<file path="config.mk">
export PLATFORM = sky130hd
export DESIGN_NAME = frame_phase_sequencer
export DESIGN_NICKNAME = d
export VERILOG_FILES = /design/src/rtl/frame_phase_sequencer_pkg.sv /design/src/rtl/sat_counter.sv /design/src/rtl/frame_phase_sequencer.sv
export SDC_FILE = /design/constraint.sdc
export NUM_CORES = 1
export LEC_CHECK = 0
export ABC_CLOCK_PERIOD_IN_PS = 2300
export BUFFER_PORTS_ARGS = -buffer_cell sky130_fd_sc_hd__buf_2
export CAP_MARGIN = 20
export CORE_ASPECT_RATIO = 0.9
export CORE_UTILIZATION = 41
export DETAILED_ROUTE_END_ITERATION = 7
export SLEW_MARGIN = 10
export SYNTH_ARGS = -nofsm -noshare
export SYNTH_HDL_FRONTEND = slang
export SYNTH_SLANG_ARGS = --single-unit
</file>
<file path="constraint.sdc">
create_clock -name clk -period 2.3 [get_ports clk]
set_input_delay 0.23 -clock clk [delete_from_list [all_inputs] [get_ports clk]]
set_output_delay 0.23 -clock clk [all_outputs]
set_load 0.1 [all_outputs]
</file>
<file path="src/rtl/frame_phase_sequencer_pkg.sv">
// Shared encodings and defaults for the frame phase sequencer and its neighbours.
package frame_phase_sequencer_pkg;

  localparam int unsigned DefNumSlots    = 16;
  localparam int unsigned DefSlotW       = 4;
  localparam int unsigned DefScanTimeout = 64;
  localparam int unsigned DefCntW        = 16;

  localparam int unsigned StateW = 7;

  typedef logic [StateW-1:0] state_t;

  localparam state_t IDLE   = 7'b000_0001;
  localparam state_t SCAN   = 7'b000_0010;
  localparam state_t ACK    = 7'b000_0100;
  localparam state_t MOVE   = 7'b000_1000;
  localparam state_t CALC   = 7'b001_0000;
  localparam state_t APPLY  = 7'b010_0000;
  localparam state_t FINISH = 7'b100_0000;

endpackage

</file>
<file path="src/rtl/sat_counter.sv">
// Up-counter that holds at all-ones; clr has priority over inc.
module sat_counter #(
  parameter int unsigned Width = 8
) (
  input  logic             clk,
  input  logic             rst,
  input  logic             clr,
  input  logic             inc,
  output logic [Width-1:0] count
);

  localparam logic [Width-1:0] Max = '1;

  always_ff @(posedge clk) begin
    if (rst || clr) begin
      count <= '0;
    end else if (inc && (count != Max)) begin
      count <= count + Width'(1);
    end
  end

endmodule

</file>
<file path="src/rtl/frame_phase_sequencer.sv">
// Per-frame scheduler: front scan handshake, move, per-slot damage calc, damage apply.
module frame_phase_sequencer
  import frame_phase_sequencer_pkg::*;
#(
  parameter int unsigned NUM_SLOTS    = DefNumSlots,
  parameter int unsigned SLOT_W       = DefSlotW,
  parameter int unsigned SCAN_TIMEOUT = DefScanTimeout,
  parameter int unsigned CNT_W        = DefCntW
) (
  input  logic              clk,
  input  logic              rst,
  input  logic              gameSCEN,
  input  logic              enable,
  input  logic              front_done,
  output logic              front_start,
  output logic              front_ack,
  output logic              moveSCEN,
  output logic              damageCalcSCEN,
  output logic [SLOT_W-1:0] slot_idx,
  output logic              damageSCEN,
  output logic              frame_busy,
  output logic              frame_done,
  output logic              scan_err,
  output logic [7:0]        overrun_cnt,
  output logic [CNT_W-1:0]  frame_cnt
);

  localparam int unsigned      TmoW     = $clog2(SCAN_TIMEOUT + 1);
  localparam logic [TmoW-1:0]  TmoLast  = TmoW'(SCAN_TIMEOUT - 1);
  localparam logic [SLOT_W-1:0] SlotLast = SLOT_W'(NUM_SLOTS - 1);

  state_t              stateQ, stateD;
  logic [SLOT_W-1:0]   slotQ, slotD;
  logic [CNT_W-1:0]    frameCntQ;
  logic                scanErrQ;
  logic [TmoW-1:0]     tmoCnt;
  logic                scanTimeout;

  assign scanTimeout = (stateQ == SCAN) && !front_done && (tmoCnt == TmoLast);

  always_comb begin
    stateD = stateQ;
    unique case (stateQ)
      IDLE:   if (gameSCEN && enable) stateD = SCAN;
      SCAN: begin
        if (front_done)       stateD = ACK;
        else if (scanTimeout) stateD = IDLE;
      end
      ACK:    stateD = MOVE;
      MOVE:   stateD = CALC;
      CALC:   if (slotQ == SlotLast) stateD = APPLY;
      APPLY:  stateD = FINISH;
      FINISH: stateD = IDLE;
      default: stateD = IDLE;
    endcase
  end

  always_comb begin
    slotD = '0;
    if ((stateQ == CALC) && (slotQ != SlotLast)) slotD = slotQ + SLOT_W'(1);
  end

  always_ff @(posedge clk) begin
    if (rst) begin
      stateQ    <= IDLE;
      slotQ     <= '0;
      frameCntQ <= '0;
      scanErrQ  <= 1'b0;
    end else begin
      stateQ <= stateD;
      slotQ  <= slotD;
      if (stateQ == FINISH) frameCntQ <= frameCntQ + CNT_W'(1);
      if (scanTimeout)      scanErrQ  <= 1'b1;
    end
  end

  // Held at zero outside SCAN so every scan starts counting from zero.
  sat_counter #(
    .Width(TmoW)
  ) uScanTmo (
    .clk  (clk),
    .rst  (rst),
    .clr  (stateQ != SCAN),
    .inc  (stateQ == SCAN),
    .count(tmoCnt)
  );

  // A tick with enable low is not a tick at all, so it cannot overrun.
  sat_counter #(
    .Width(8)
  ) uOverrun (
    .clk  (clk),
    .rst  (rst),
    .clr  (1'b0),
    .inc  (gameSCEN && enable && frame_busy),
    .count(overrun_cnt)
  );

  assign front_start    = (stateQ == SCAN);
  assign front_ack      = (stateQ == ACK);
  assign moveSCEN       = (stateQ == MOVE);
  assign damageCalcSCEN = (stateQ == CALC);
  assign damageSCEN     = (stateQ == APPLY);
  assign frame_done     = (stateQ == FINISH);
  assign frame_busy     = (stateQ != IDLE);
  assign slot_idx       = slotQ;
  assign frame_cnt      = frameCntQ;
  assign scan_err       = scanErrQ;

endmodule

</file>
; ---- After elaboration in Yosys (flattened, before gate mapping)
; Index checks and enable logic that the tools add are counted.
[classes]
mul = 0
shifts = 0
magnitude_cmp = 0
add_sub_neg = 4
eq_ne = 17
n_reduce_logical = 11
muxes = 5
n_bitwise = 1
div = 0
[op_table]
columns = operator, count
row1 = $pmux W7 S6, 1
row2 = $mux W7, 4
row3 = $add A16 B1 Y16 const B, 1
row4 = $eq A7 B6 Y1 const B, 2
row5 = $add A8 B1 Y8 const B, 1
row6 = $ne A8 B8 Y1 const B, 1
row7 = $add A7 B1 Y7 const B, 1
row8 = $eq A7 B1 Y1 const B, 1
row9 = $eq A7 B2 Y1 const B, 1
row10 = $eq A7 B3 Y1 const B, 1
row11 = $eq A7 B4 Y1 const B, 1
row12 = $eq A7 B5 Y1 const B, 1
row13 = $eq A7 B7 Y1 const B, 1
row14 = $logic_and A1 B1 Y1, 7
row15 = $ne A7 B1 Y1 const B, 1
row16 = $ne A7 B2 Y1 const B, 1
row17 = $ne A7 B7 Y1 const B, 1
row18 = $add A4 B1 Y4 const B, 1
row19 = $eq A4 B4 Y1 const B, 1
row20 = $ne A4 B4 Y1 const B, 1
row21 = $ne A3 B3 Y1 const B, 1
row22 = $reduce_and A3 Y1, 1
row23 = $ne A2 B1 Y1 const B, 1
row24 = $ne A2 B2 Y1 const B, 1
row25 = 4 further kinds, 4
[word_totals]
reg_bits = 43
n_memories = 0
latch_bits = 0
mem_bits_rw = 0
input_bits = 5
out_inout_bits = 36
romBits = 0
elab_cells = 44

; ---- Longest topological paths before layout
[logic_depth]
depth_word = 6
ltp_mapped = 6

; ---- Cells and area by module
; Synthesis repeated with hierarchy kept, for this count alone.
[hier_totals]
hier_cells = 240
hier_area_um2 = 2063.2
[modules_own_cells]
columns = mod, seq_area_each_um2, n_inst, cells_per_inst, area_each_um2
row1 = frame_phase_sequencer, 560.5, 1, 156, 1300.0
row2 = sat_counter (uOverrun), 160.2, 1, 48, 421.7
row3 = sat_counter (uScanTmo), 140.1, 1, 36, 341.6

; ---- Worst setup path after synthesis
; OpenSTA, ideal clock, no wires.
[synth_path]
kind = reg-to-output
startpoint = register stateQ[2]
endpoint = output port damageSCEN
stages_incl_launch_ff = 5
t_arrival_ps = 2855
setup_slack_ps = -785
required_time_ps = 2070
path_cell_list = dfxtp_1 > buf_2 > nor2_1 > nand2_1 > nor3_1
[synth_between]
elab_chain_len = 1
[synth_rtl]
columns = element, line_no
row1 = from (decl), frame_phase_sequencer.sv:32  ; state_t stateQ, stateD;
row2 = from (signal assigned), frame_phase_sequencer.sv:70  ; stateQ <= stateD;
row3 = $eq A7 B6 Y1, frame_phase_sequencer.sv:103  ; assign damageSCEN = (stateQ == APPLY);
row4 = to (decl), frame_phase_sequencer.sv:20  ; output logic damageSCEN,
; No other way between the ends.

; ---- Worst setup path after layout
[layout_path]
startpoint = register stateQ[1]
endpoint = output port damageCalcSCEN
[layout_between]
elab_chain_len = 1
[layout_rtl]
columns = element, line_no
row1 = $eq A7 B5 Y1, frame_phase_sequencer.sv:102  ; assign damageCalcSCEN = (stateQ == CALC);
row2 = to (decl), frame_phase_sequencer.sv:18  ; output logic damageCalcSCEN,
; No other way between the ends.

==> PnR_summary.wiki <==
{| class="wikitable"
! Metric !! Value
|-
| Mean number of vias per cell || 5.52
|-
| Post-route DRC || 0
|-
| Min Clock Period, post-route || 2.10 ns
|-
| Hold WC Path Type || primary input to flip-flop
|-
| Cells traversed along the worst timing path || nor4_1 > and3_1 > buf_2
|-
| Number of hold-slack violations in the final timing report || 0
|-
| Worst R2R Path Depth || 4
|-
| Die footprint || 5470 um2
|-
| Via count of the first global-routing pass || 1715
|-
| Critical Path Source Type || flip-flop
|-
| Sum of routed wire length over all layers || 4470 um
|-
| Worst Hold Path EP || stateQ[2]$_SDFFE_PP0P_
|-
| Result of the run || completed
|-
| RSZ-0062 raised after global routing || no
|-
| Reg-to-reg setup timing slack || 0.34 ns
|-
| Leading register cell type out of synthesis || dfxtp_1
|-
| Setup Crit Path Kind || flip-flop to output pin
|-
| Overall power of the completed layout || 1.38 mW
|-
| Initial antenna violation count || 0
|-
| Number of port buffers || 40
|-
| Largest fanout on the critical path || 10
|-
| Die outline width || 77.9 um
|-
| Syn Nets || 255
|-
| Total power divided by cell area || 549 nW/um2
|-
| Clk pin slew, worst setup/hold paths || 0.08 ns
|-
| Die Height || 70.3 um
|-
| Area of combinational cells with multiple inputs || 1180 um2
|-
| Placer Congestion || 0.725
|-
| Average instance area after synthesis || 8.64 um2
|-
| Antenna diode instance count || 0
|-
| Netlist area before placement || 2120 um2
|-
| FFs w/ async S/R, synth || 0%
|-
| Critical hold path startpoint || front_done
|-
| Total clock buffers created by CTS || 5
|-
| H-Tree Level Count || 2
|-
| CTS sink count || 43
|-
| Worst clock skew on the final layout || 0.00324 ns
|-
| Count of cells resized by post-cts repair || 0
|-
| Bufs on Longest Clock Path || 2
|-
| Seq/Total Area, Yosys || 40.5%
|-
| Root buf cell || clkbuf_8
|-
| HPWL reported at the end of detailed placement || 3110 um
|-
| Wire length of the first global-routing pass || 7580 um
|-
| Maximum single-stage delay on the critical path || 0.45 ns
|-
| Reg-to-reg critical path endpoint || uOverrun.count[7]$_SDFFE_PP0P_
|-
| Data arrival time at the worst-slack endpoint || 1.87 ns
|-
| Routed wirelength normalized by instance count || 12.7 um
|-
| First-pass detailed-route iteration total || 5
|-
| Remaining max-slew budget at the tightest pin || 57.4%
|-
| Capturing element type of the critical path || output pin
|-
| Number of rows in the core area || 24
|-
| Layout area overhead || 18.1%
|-
| Total of endpoints with negative setup slack in the final report || 0
|-
| Congestion Overflow GR || 0
|-
| Fillers || 500
|-
| Commonest non-fill, non-tap cell in the layout || dfxtp_1
|-
| Required arrival time at the worst endpoint || 2.07 ns
|-
| Sequential cell area in the final layout || 861 um2
|-
| Number of synthesized register bits || 43
|-
| Placeable core area || 4920 um2
|-
| Library cell contributing the largest single delay on the critical path || dfxtp_1
|-
| Maximum number of pins on one net before global-route repair || 36
|-
| Final-layout setup total negative slack || 0 ns
|-
| Max Transition Viols Final || 0
|-
| Effective utilization at floorplan || 43.1%
|-
| Highest ir drop seen on vdd || 0.000273 V
|-
| Worst Hold Depth || 2
|-
| Nets || 296
|-
| Netlist cell types || 45
|-
| Cell count after synthesis || 246
|-
| Total I/O pin count || 41
|-
| Launch point of the worst reg-to-reg path || stateQ[1]$_SDFFE_PP0P_
|-
| Least-Margin Pin Slew || 0.639 ns
|-
| Most frequent cells in the layout || dfxtp_1 (43), buf_2 (38), nor2_1 (26)
|-
| Yosys warnings || 0
|-
| Number of flops mapped to enable cells by yosys || 0
|-
| Static power due to leakage || 1.02 nW
|-
| Insertion delay of the later-clocked pin in the worst-skew pair || 0.29 ns
|-
| Fraction of layout instances using a drive strength above 1 || 20.8%
|-
| Overall routing resource usage || 17.5%
|-
| CTS tree || yes
|-
| Top achievable clock speed || 476 MHz
|-
| Maximum Capacitance Violations || 0
|-
| Count of routing violations after the opening detailed-route iteration || 80
|-
| Remaining antenna violation count after routing || 0
|-
| Count of vias placed by the detailed router || 1949
|-
| Share of the cycle needed by the critical path after routing || 91.4%
|}
worst max-delay path: cells and delay by family (launching register included):
kind / cells / cell delay, ns
flip-flops: 1 / 0.45
buffers and inverters: 1 / 0.45
AND/OR/NAND/NOR: 2 / 0.68
layout make-up:
type	instances	area share, %
well taps	65	3.24
flip-flops and latches	43	34.3
repair buffers	43	10.1
inverters	9	1.35
clock buffers	8	3.99
multi-input cells	185	47.0
logic make-up after synthesis:
| logic type | share of synthesized area, % |
|---|---|
| multiplexers | 1.00 |
| buffers and inverters | 4.18 |
| flip-flops | 40.5 |
| AO/OA/AOI/OAI | 14.9 |
| adder cells (fa/ha/maj) | 2.36 |
| AND/OR/NAND/NOR | 32.9 |
| XOR/XNOR | 4.12 |
metal layers:
metal  up-vias  track usage [%]  routed length (um)
met1       911             22.6                2220
met5         -                0                   0
met2        38             27.7                1980
li1        992                -                   -
met3         8             4.18                 184
met4         0             7.55                  80
stage by stage:
stage                     area, um2  instances  util, %  setup WS [ns]  hold WS, ns
after floorplan                2130        246        -         0.0673        0.352
after global placement         2400        344     48.8          0.351        0.440
after detailed placement       2400        344     48.8          0.320        0.446
after CTS                      2500        352     50.8         0.0581        0.147
after global routing           2510        353     50.9         0.0857        0.169
final                          2510        353     50.9          0.198        0.160
how the worst max path moves through the flow:
stage                                      to              startpoint  slack [ns]  depth (start not counted)
5_1_grt                        damageCalcSCEN  stateQ[1]$_SDFFE_PP0P_        0.09                          3
3_5_place_dp       frame_cnt[13]$_SDFFE_PP0P_  stateQ[4]$_SDFFE_PP0P_        0.32                          4
4_1_cts                           front_start  stateQ[4]$_SDFFE_PP0P_        0.06                          4
3_3_place_gp   uOverrun.count[7]$_SDFFE_PP0P_  stateQ[1]$_SDFFE_PP0P_        0.35                          4
6_report                       damageCalcSCEN  stateQ[1]$_SDFFE_PP0P_        0.20                          3
2_1_floorplan                      damageSCEN  stateQ[2]$_SDFFE_PP0P_        0.07                          4
cell usage after synthesis, types with 4 or more instances:
master	number	area [um2]
ha_1	4	50.1
nor4_1	4	25.0
or3_1	10	62.6
nand3_1	16	80.1
a21oi_1	21	105
o21ai_0	13	65.1
and4_1	5	43.8
nor2_1	26	97.6
or4_1	8	60.1
o31ai_1	8	60.1
xor2_1	8	70.1
nand4_1	6	37.5
nand2_1	15	56.3
dfxtp_1	43	861
and3_1	5	31.3
inv_1	9	33.8
report_power, final:
part	leakage (nW)	switching, mW	internal, mW
sequential	0.347	0.0113	0.748
combinational	0.625	0.0673	0.0277
clock	0.0515	0.248	0.274
state kept, by name (all words and copies together) (netlist names):
| name | count |
|---|---|
| frame_cnt | 16 |
| scan_err | 1 |
| slot_idx | 4 |
| stateQ | 7 |
| uOverrun.count | 8 |
| uScanTmo.count | 7 |
timing repair:
action | CTS | global route
setup buffers | 0 | 1
hold buffers | 0 | 0
endpoints found under the setup margin | 0 | 1
Power figures use the tool's default switching activity.
